[src/rtl/elevador_cabina.sv]
// Car-side model of the elevator: follows up/down motor commands across three
// floors, holds the door open on arrival and latches a fault on illegal commands.
module elevador_cabina #(
  parameter int TICKS_PER_FLOOR = 8,
  parameter int DOOR_CYCLES     = 4
) (
  input  logic       clk,
  input  logic       rst_n,
  input  logic       motorsubir,
  input  logic       motorbajar,
  output logic [3:0] piso,
  output logic       llegada,
  output logic       en_movimiento,
  output logic       puerta_abierta,
  output logic       falla
);

  localparam int TW = (TICKS_PER_FLOOR > 1) ? $clog2(TICKS_PER_FLOOR) : 1;
  localparam int DW = (DOOR_CYCLES > 1) ? $clog2(DOOR_CYCLES) : 1;
  localparam logic [TW-1:0] TICK_LAST = TW'(TICKS_PER_FLOOR - 1);
  localparam logic [DW-1:0] DOOR_LAST = DW'(DOOR_CYCLES - 1);

  typedef enum logic [2:0] {
    REPOSO,
    SUBIENDO,
    BAJANDO,
    PUERTA,
    FALLA
  } estado_t;

  estado_t       state_q, state_d;
  logic [3:0]    piso_q, piso_d;
  logic [TW-1:0] tick_q, tick_d;
  logic [DW-1:0] door_q, door_d;
  logic          llegada_q, llegada_d;
  logic          en_mov_q, en_mov_d;
  logic          puerta_q, puerta_d;
  logic          falla_q, falla_d;

  logic cmd_up, cmd_down, cmd_both;

  assign cmd_up   = motorsubir & ~motorbajar;
  assign cmd_down = motorbajar & ~motorsubir;
  assign cmd_both = motorsubir & motorbajar;

  always_comb begin
    state_d   = state_q;
    piso_d    = piso_q;
    tick_d    = tick_q;
    door_d    = door_q;
    llegada_d = 1'b0;

    if (state_q != FALLA && cmd_both) begin
      state_d = FALLA;
    end else begin
      case (state_q)
        REPOSO: begin
          // Up at the top floor or down at the bottom is a quiet limit stop.
          if (cmd_up && piso_q < 4'd3) begin
            state_d = SUBIENDO;
            tick_d  = '0;
          end else if (cmd_down && piso_q > 4'd1) begin
            state_d = BAJANDO;
            tick_d  = '0;
          end
        end
        SUBIENDO: begin
          if (cmd_down) begin
            state_d = FALLA;
          end else if (cmd_up) begin
            if (tick_q == TICK_LAST) begin
              piso_d    = piso_q + 4'd1;
              llegada_d = 1'b1;
              tick_d    = '0;
              door_d    = '0;
              state_d   = PUERTA;
            end else begin
              tick_d = tick_q + 1'b1;
            end
          end
        end
        BAJANDO: begin
          if (cmd_up) begin
            state_d = FALLA;
          end else if (cmd_down) begin
            if (tick_q == TICK_LAST) begin
              piso_d    = piso_q - 4'd1;
              llegada_d = 1'b1;
              tick_d    = '0;
              door_d    = '0;
              state_d   = PUERTA;
            end else begin
              tick_d = tick_q + 1'b1;
            end
          end
        end
        PUERTA: begin
          // Door interlock: motor commands are ignored until the door closes.
          if (door_q == DOOR_LAST) begin
            door_d  = '0;
            state_d = REPOSO;
          end else begin
            door_d = door_q + 1'b1;
          end
        end
        FALLA: begin
          state_d = FALLA;
        end
        default: begin
          state_d = FALLA;
        end
      endcase
    end

    en_mov_d = (state_d == SUBIENDO) || (state_d == BAJANDO);
    puerta_d = (state_d == PUERTA);
    falla_d  = (state_d == FALLA);
  end

  always_ff @(posedge clk or negedge rst_n) begin
    if (!rst_n) begin
      state_q   <= REPOSO;
      piso_q    <= 4'd1;
      tick_q    <= '0;
      door_q    <= '0;
      llegada_q <= 1'b0;
      en_mov_q  <= 1'b0;
      puerta_q  <= 1'b0;
      falla_q   <= 1'b0;
    end else begin
      state_q   <= state_d;
      piso_q    <= piso_d;
      tick_q    <= tick_d;
      door_q    <= door_d;
      llegada_q <= llegada_d;
      en_mov_q  <= en_mov_d;
      puerta_q  <= puerta_d;
      falla_q   <= falla_d;
    end
  end

  assign piso           = piso_q;
  assign llegada        = llegada_q;
  assign en_movimiento  = en_mov_q;
  assign puerta_abierta = puerta_q;
  assign falla          = falla_q;

endmodule

[config.mk]
export PLATFORM = sky130hd
export DESIGN_NAME = elevador_cabina
export DESIGN_NICKNAME = d
export VERILOG_FILES = /design/src/rtl/elevador_cabina.sv
export SDC_FILE = /design/constraint.sdc
export NUM_CORES = 1
export LEC_CHECK = 0
export ABC_AREA = 1
export CAP_MARGIN = 20
export CORE_UTILIZATION = 30
export DETAILED_ROUTE_END_ITERATION = 8
export HOLD_SLACK_MARGIN = 0.1
export SETUP_SLACK_MARGIN = 0.3
export SLEW_MARGIN = 15
export SYNTH_ARGS = -nofsm -noshare
export SYNTH_HDL_FRONTEND = slang
export SYNTH_SLANG_ARGS = --single-unit
export TNS_END_PERCENT = 5
[constraint.sdc]
create_clock -name clk -period 2.7 [get_ports clk]
set_input_delay 0.81 -clock clk [delete_from_list [all_inputs] [get_ports clk]]
set_output_delay 0.81 -clock clk [all_outputs]
set_load 0.01 [all_outputs]
==> impl_metrics.tcl, run 1 <==
set metrics [dict create \
    async_flop_share_pct 100 \
    rsz0062_at_grt "no" \
    design.die.area_mm2 0.00353 \
    clockRootBuffer "clkbuf_4" \
    fillers 346 \
    drive_gt1_share_pct 14.4 \
    holdWs_ns 0.492 \
    core_area_mm2 0.00310 \
    crit_required_ns 1.89 \
    p_int_mw 0.330 \
    crit_slowest_cell "dfstp_2" \
    slew_headroom_pct 80.0 \
    ys_seq_area_share_pct 40.6 \
    synth.distinct_cells 22 \
    grt_pass1_vias 750 \
    synth_nets 140 \
    crit_type "flop to primary output" \
    crit_cells 1 \
    syn_inst 130 \
    vdd_ir_drop_max_uv 269 \
    die_x_um 59.4 \
    h-tree-depth 1 \
    worst_slack_ns 0.466 \
    synth-seq-cells 16 \
    grt_overflow 0 \
    comb_power_share_pct 4.3 \
    placed_cells 186 \
    worst_pin_slew_ns 0.297 \
    nets 157 \
    antenna_found_initial 0 \
    preCtsSetupSlack_ns 0.444 \
    crit_chain "clkdlybuf4s50_1" \
    min_period_over_period_pct 82.7 \
    initial_utilization_pct 31.9 \
    setup_viol 0 \
    power.share.switching_pct 21.8 \
    final_hold_viol_count 0 \
    synth_ff_type "dfrtp_1" \
    status "finished clean" \
    die_y_um 59.4 \
    path_buf_inv 1 \
    antenna_cells 0 \
    area_growth_pct 21.1 \
    synth_warnings 0 \
    cp-start-kind "flop" \
    min_path_type "flop to flop" \
    routabilityCongestion 0.829 \
    ioPinCount 12 \
    reg2reg_depth 9 \
    synth-edff-count 0 \
    drt-initial-drc-count 24 \
    max_stage_delay_ns 0.59 \
    maxSlewViolCount 0 \
    rows 20 \
    crit_family "flip-flops" \
    syn_area_per_cell_um2 7.61 \
    cts_resized 0 \
    total_leakage_power_nw 0.580 \
    wl_per_cell_um 10.2 \
    powerDensity_mw_per_mm2 352 \
    avgViaCountPerCell 4.35 \
    first_pass_iters 4 \
    path_max_fanout 6 \
    post-cts-setup-buffer-count 0 \
    syn-cell-area_um2 990 \
    cp-end-kind "primary output" \
    worstPathArrival_ns 1.42 \
    min_period_ns 2.23 \
    fmax_ghz 0.448 \
    power.switching_mw 0.0922 \
    tns_ns 0 \
    finClkSkew_ns 0.00550 \
    grt_pass1_wl_um 3360 \
    place_hpwl_um 1540 \
    clock_latency_ns 0.29 \
    min_path_cells 2 \
    pwr-share-seq_pct 57.3 \
    grt_max_degree 17 \
    numCtsBuffers 3 \
    fin_cells 190 \
    cts_sinks 16 \
    ant_nets 0 \
    drt-total-wl_um 1940 \
    cts_tree "built" \
    io_buffers 11 \
    drc_errors 0 \
    hold_buffers 0 \
    cts.clk_slew.worst_paths_ns 0.10 \
    clockPowerShare_pct 38.4 \
    drv_cap 0 \
    vias 826 \
    cts_buffer_depth 2 \
    grt_usage_pct 13.0 \
]
-- per-stage QoR --
step / area (um2) / utilization [%] / power [mW]
after global placement: 1160 / 37.5 / 0.265
final: 1200 / 38.6 / 0.422
after detailed placement: 1160 / 37.5 / 0.266
after global routing: 1200 / 38.6 / 0.448
after floorplan: 990 / - / 0.253
after CTS: 1200 / 38.6 / 0.429
-- state kept, by name (all words and copies together), names as in the netlist --
name            count
puerta_abierta      1
tick_q              3
falla               1
state_q             3
door_q              2
llegada             1
en_movimiento       1
piso                4
-- power by group through the flow --
stage               combinational (mW)  clock [mW]  sequential, mW
CTS                             0.0192       0.168           0.242
global route                    0.0215       0.185           0.242
finish                          0.0181       0.162           0.242
floorplan                      0.00635           0           0.247
detailed placement              0.0191           0           0.247
global placement                0.0182           0           0.247
-- final timing paths --
kind | startpoint | endpoint | slack (ns)
worst min-delay path | tick_q[1] | tick_q[1] | 0.49
max in group asynchronous | rst_n | piso[0] | 1.62
worst max register to register | tick_q[0] | puerta_abierta | 1.06
worst min register to register | tick_q[1] | tick_q[1] | 0.49
worst max-delay path | piso[0] | piso[0] | 0.47
min in group asynchronous | rst_n | llegada | 0.82
-- kinds of logic after synthesis --
family                     Yosys count  share of synthesized area [%]
xor gates and xnor gates             4                           3.54
and+or+nand+nor                     79                           37.5
adders and majority gates            6                           7.59
AOI/OAI and AO/OA                    8                           4.30
DFF                                 16                           40.6
buffers and inverters               17                           6.45
-- layout make-up --
cell class,instances,area [um2],area share (%)
tap,44,55.1,4.59
inverter,17,63.8,5.32
timing repair buffer,12,118,9.81
clock buffer,4,36.3,3.03
sequential,16,402,33.5
multi-input combinational,97,524,43.7
-- synthesized netlist by cell type, types with 2 or more instances --
library cell / number / area share (%)
nor2_2: 6 / 3.8
xor2_1: 2 / 1.8
inv_1: 14 / 5.3
dfrtp_1: 15 / 38
nand2_2: 3 / 1.9
xnor2_1: 2 / 1.8
nand4_1: 3 / 1.9
ha_1: 6 / 7.6
nand3_1: 10 / 5.1
nor2_1: 14 / 5.3
nand2_1: 36 / 14
nor2_4: 3 / 3.4
o21ai_1: 4 / 2.0
inv_2: 3 / 1.1
a21oi_1: 2 / 1.0
-- metal layers --
metal | up-vias | wire (um) | global-route usage, %
met2 | 16 | 882 | 20.5
met5 | - | 0 | 0
met4 | 0 | 27 | 4.08
met3 | 2 | 73 | 3.93
met1 | 368 | 959 | 16.8
li1 | 440 | - | -
-- cells in the final DEF (no fill, tap or decap), drive strengths merged, types with 2 or more instances in the layout --
cell type      instances
a21oi                  2
clkbuf                 4
clkdlybuf4s50         11
dfrtp                 15
ha                     6
inv                   17
nand2                 39
nand3                 10
nand4                  3
nor2                  23
o21ai                  5
xnor2                  2
xor2                   2
Note: power is estimated with default switching activity, not from simulation.
==> run 2: changes to the inputs <==
clock period = 2.15 ns   (was 2.7 ns; I/O delays follow)
==> run 2 against run 1 <==
  * Final cell count is 2.1% higher
  * Combinational power is 28% higher
  * Sequential cell count stayed put
  * Setup slack worse by 0.18 ns
  * Critical endpoint is now piso[1]
  * Largest cell class unchanged
  * Largest power group unchanged
==> impl_metrics.tcl, run 2 (same netlist as run 1, synthesis figures left out) <==
set metrics [dict create \
    min_period_ns 1.86 \
    clockRootBuffer "clkbuf_4" \
    grt_pass1_vias 811 \
    path_max_fanout 3 \
    fmax_ghz 0.537 \
    setup_viol 0 \
    largest_register_ffs 4 \
    final_cell_mix "36 x nand2_1, 15 x dfrtp_1, 14 x inv_1, 14 x nor2_1, 10 x nand3_1" \
    design.die.area_mm2 0.00353 \
    max_stage_delay_ns 0.54 \
    final_hold_viol_count 0 \
    pwr-share-seq_pct 57.5 \
    vias 863 \
    cts_sinks 16 \
    die_y_um 59.4 \
    wl_per_cell_um 10.3 \
    grt_max_degree 11 \
    clockPowerShare_pct 38.2 \
    numCtsBuffers 3 \
    nets 161 \
    first_pass_iters 4 \
    rsz0062_at_grt "yes" \
    drt-total-wl_um 2010 \
    place_hpwl_um 1570 \
    initial_utilization_pct 31.9 \
    cts_tree "built" \
    h-tree-depth 1 \
    worstPathArrival_ns 1.22 \
    ioPinCount 12 \
    drive_gt1_share_pct 16.7 \
    maxSlewViolCount 0 \
    power_mw 0.529 \
    wl_met3_um 98 \
    avgViaCountPerCell 4.45 \
    total_leakage_power_nw 0.603 \
    cts.clk_slew.worst_paths_ns 0.10 \
    crit_chain "clkdlybuf4s50_1" \
    cts_buffer_depth 2 \
    route.met2.wl_um 887 \
    routabilityCongestion 0.852 \
    antenna_cells 0 \
    final_common_cell "nand2_1" \
    min_path_type "flop to flop" \
    finClkSkew_ns 0.00996 \
    path_buf_inv 1 \
    drv_cap 0 \
    cp-end-kind "primary output" \
    area_growth_pct 24.3 \
    drt-initial-drc-count 20 \
    crit_family "buffers and inverters" \
    power.share.switching_pct 21.6 \
    crit_slowest_cell "clkdlybuf4s50_1" \
    comb_power_share_pct 4.4 \
    core_area_mm2 0.00310 \
    status "finished clean" \
    die_x_um 59.4 \
    antenna_found_initial 0 \
    crit_required_ns 1.50 \
    min_period_over_period_pct 86.6 \
    grt_overflow 0 \
    crit_type "flop to primary output" \
    placed_cells 186 \
    grt_pass1_wl_um 3500 \
    powerDensity_mw_per_mm2 430 \
    rows 20 \
    slew_headroom_pct 77.4 \
    p_int_mw 0.415 \
    grt_usage_pct 13.6 \
    wl_met1_um 982 \
    io_buffers 11 \
    clock_latency_ns 0.29 \
    ant_nets 0 \
    worst_pin_slew_ns 0.338 \
    tns_ns 0 \
    vdd_ir_drop_max_uv 255 \
    topRoutingLayerUsed "met4" \
    drc_errors 0 \
    power.switching_mw 0.114 \
    fin_cells 194 \
    cp-start-kind "flop" \
]
## run 2: power groups by stage
stage	Sequential, mW	Clock (mW)	Combinational (mW)
after global placement	0.310	0	0.0231
after global routing	0.305	0.235	0.0264
after detailed placement	0.310	0	0.0241
after floorplan	0.310	0	0.00797
final	0.304	0.202	0.0232
after CTS	0.304	0.214	0.0241
## run 2: repair_timing
action,4_1_cts,5_1_grt
endpoints found under the setup margin,4,11
hold buffers,0,0
pin swaps,0,0
setup buffers,0,4
gates resized for setup,1,1
## run 2: cell type report
| class | instances | area [um2] |
|---|---|---|
| Fill cell | 339 | 1870 |
| Multi-Input combinational cell | 97 | 524 |
| Sequential cell | 16 | 402 |
| Timing Repair Buffer | 16 | 149 |
| Inverter | 17 | 63.8 |
| Tap cell | 44 | 55.1 |
| Clock buffer | 4 | 36.3 |
## run 2: final timing paths
path / from / depth (start not counted) / endpoint / slack (ns)
max: piso[1] / 1 / piso[1] / 0.29
min: tick_q[1] / 2 / tick_q[1] / 0.50
max reg2reg: tick_q[0] / 9 / puerta_abierta / 0.48
min reg2reg: tick_q[1] / 2 / tick_q[1] / 0.50
max in group asynchronous: rst_n / 2 / state_q[1] / 1.07
min in group asynchronous: rst_n / 1 / llegada / 0.60
## run 2: per-stage QoR
| stage | hold slack [ns] | worst slack, ns | area [um2] | utilization, % |
|---|---|---|---|---|
| floorplan | 0.349 | 0.638 | 990 | - |
| global placement | 0.471 | 0.0842 | 1160 | 37.5 |
| detailed placement | 0.483 | 0.0782 | 1160 | 37.5 |
| CTS | 0.508 | 0.240 | 1200 | 38.6 |
| global route | 0.528 | 0.224 | 1230 | 39.6 |
| finish | 0.499 | 0.288 | 1230 | 39.6 |
## run 2: per-layer routing
layer | global-route usage (%) | vias up
met5 | 0 | -
met4 | 7.14 | 0
met3 | 4.80 | 4
met2 | 20.5 | 24
met1 | 17.0 | 387
li1 | - | 448
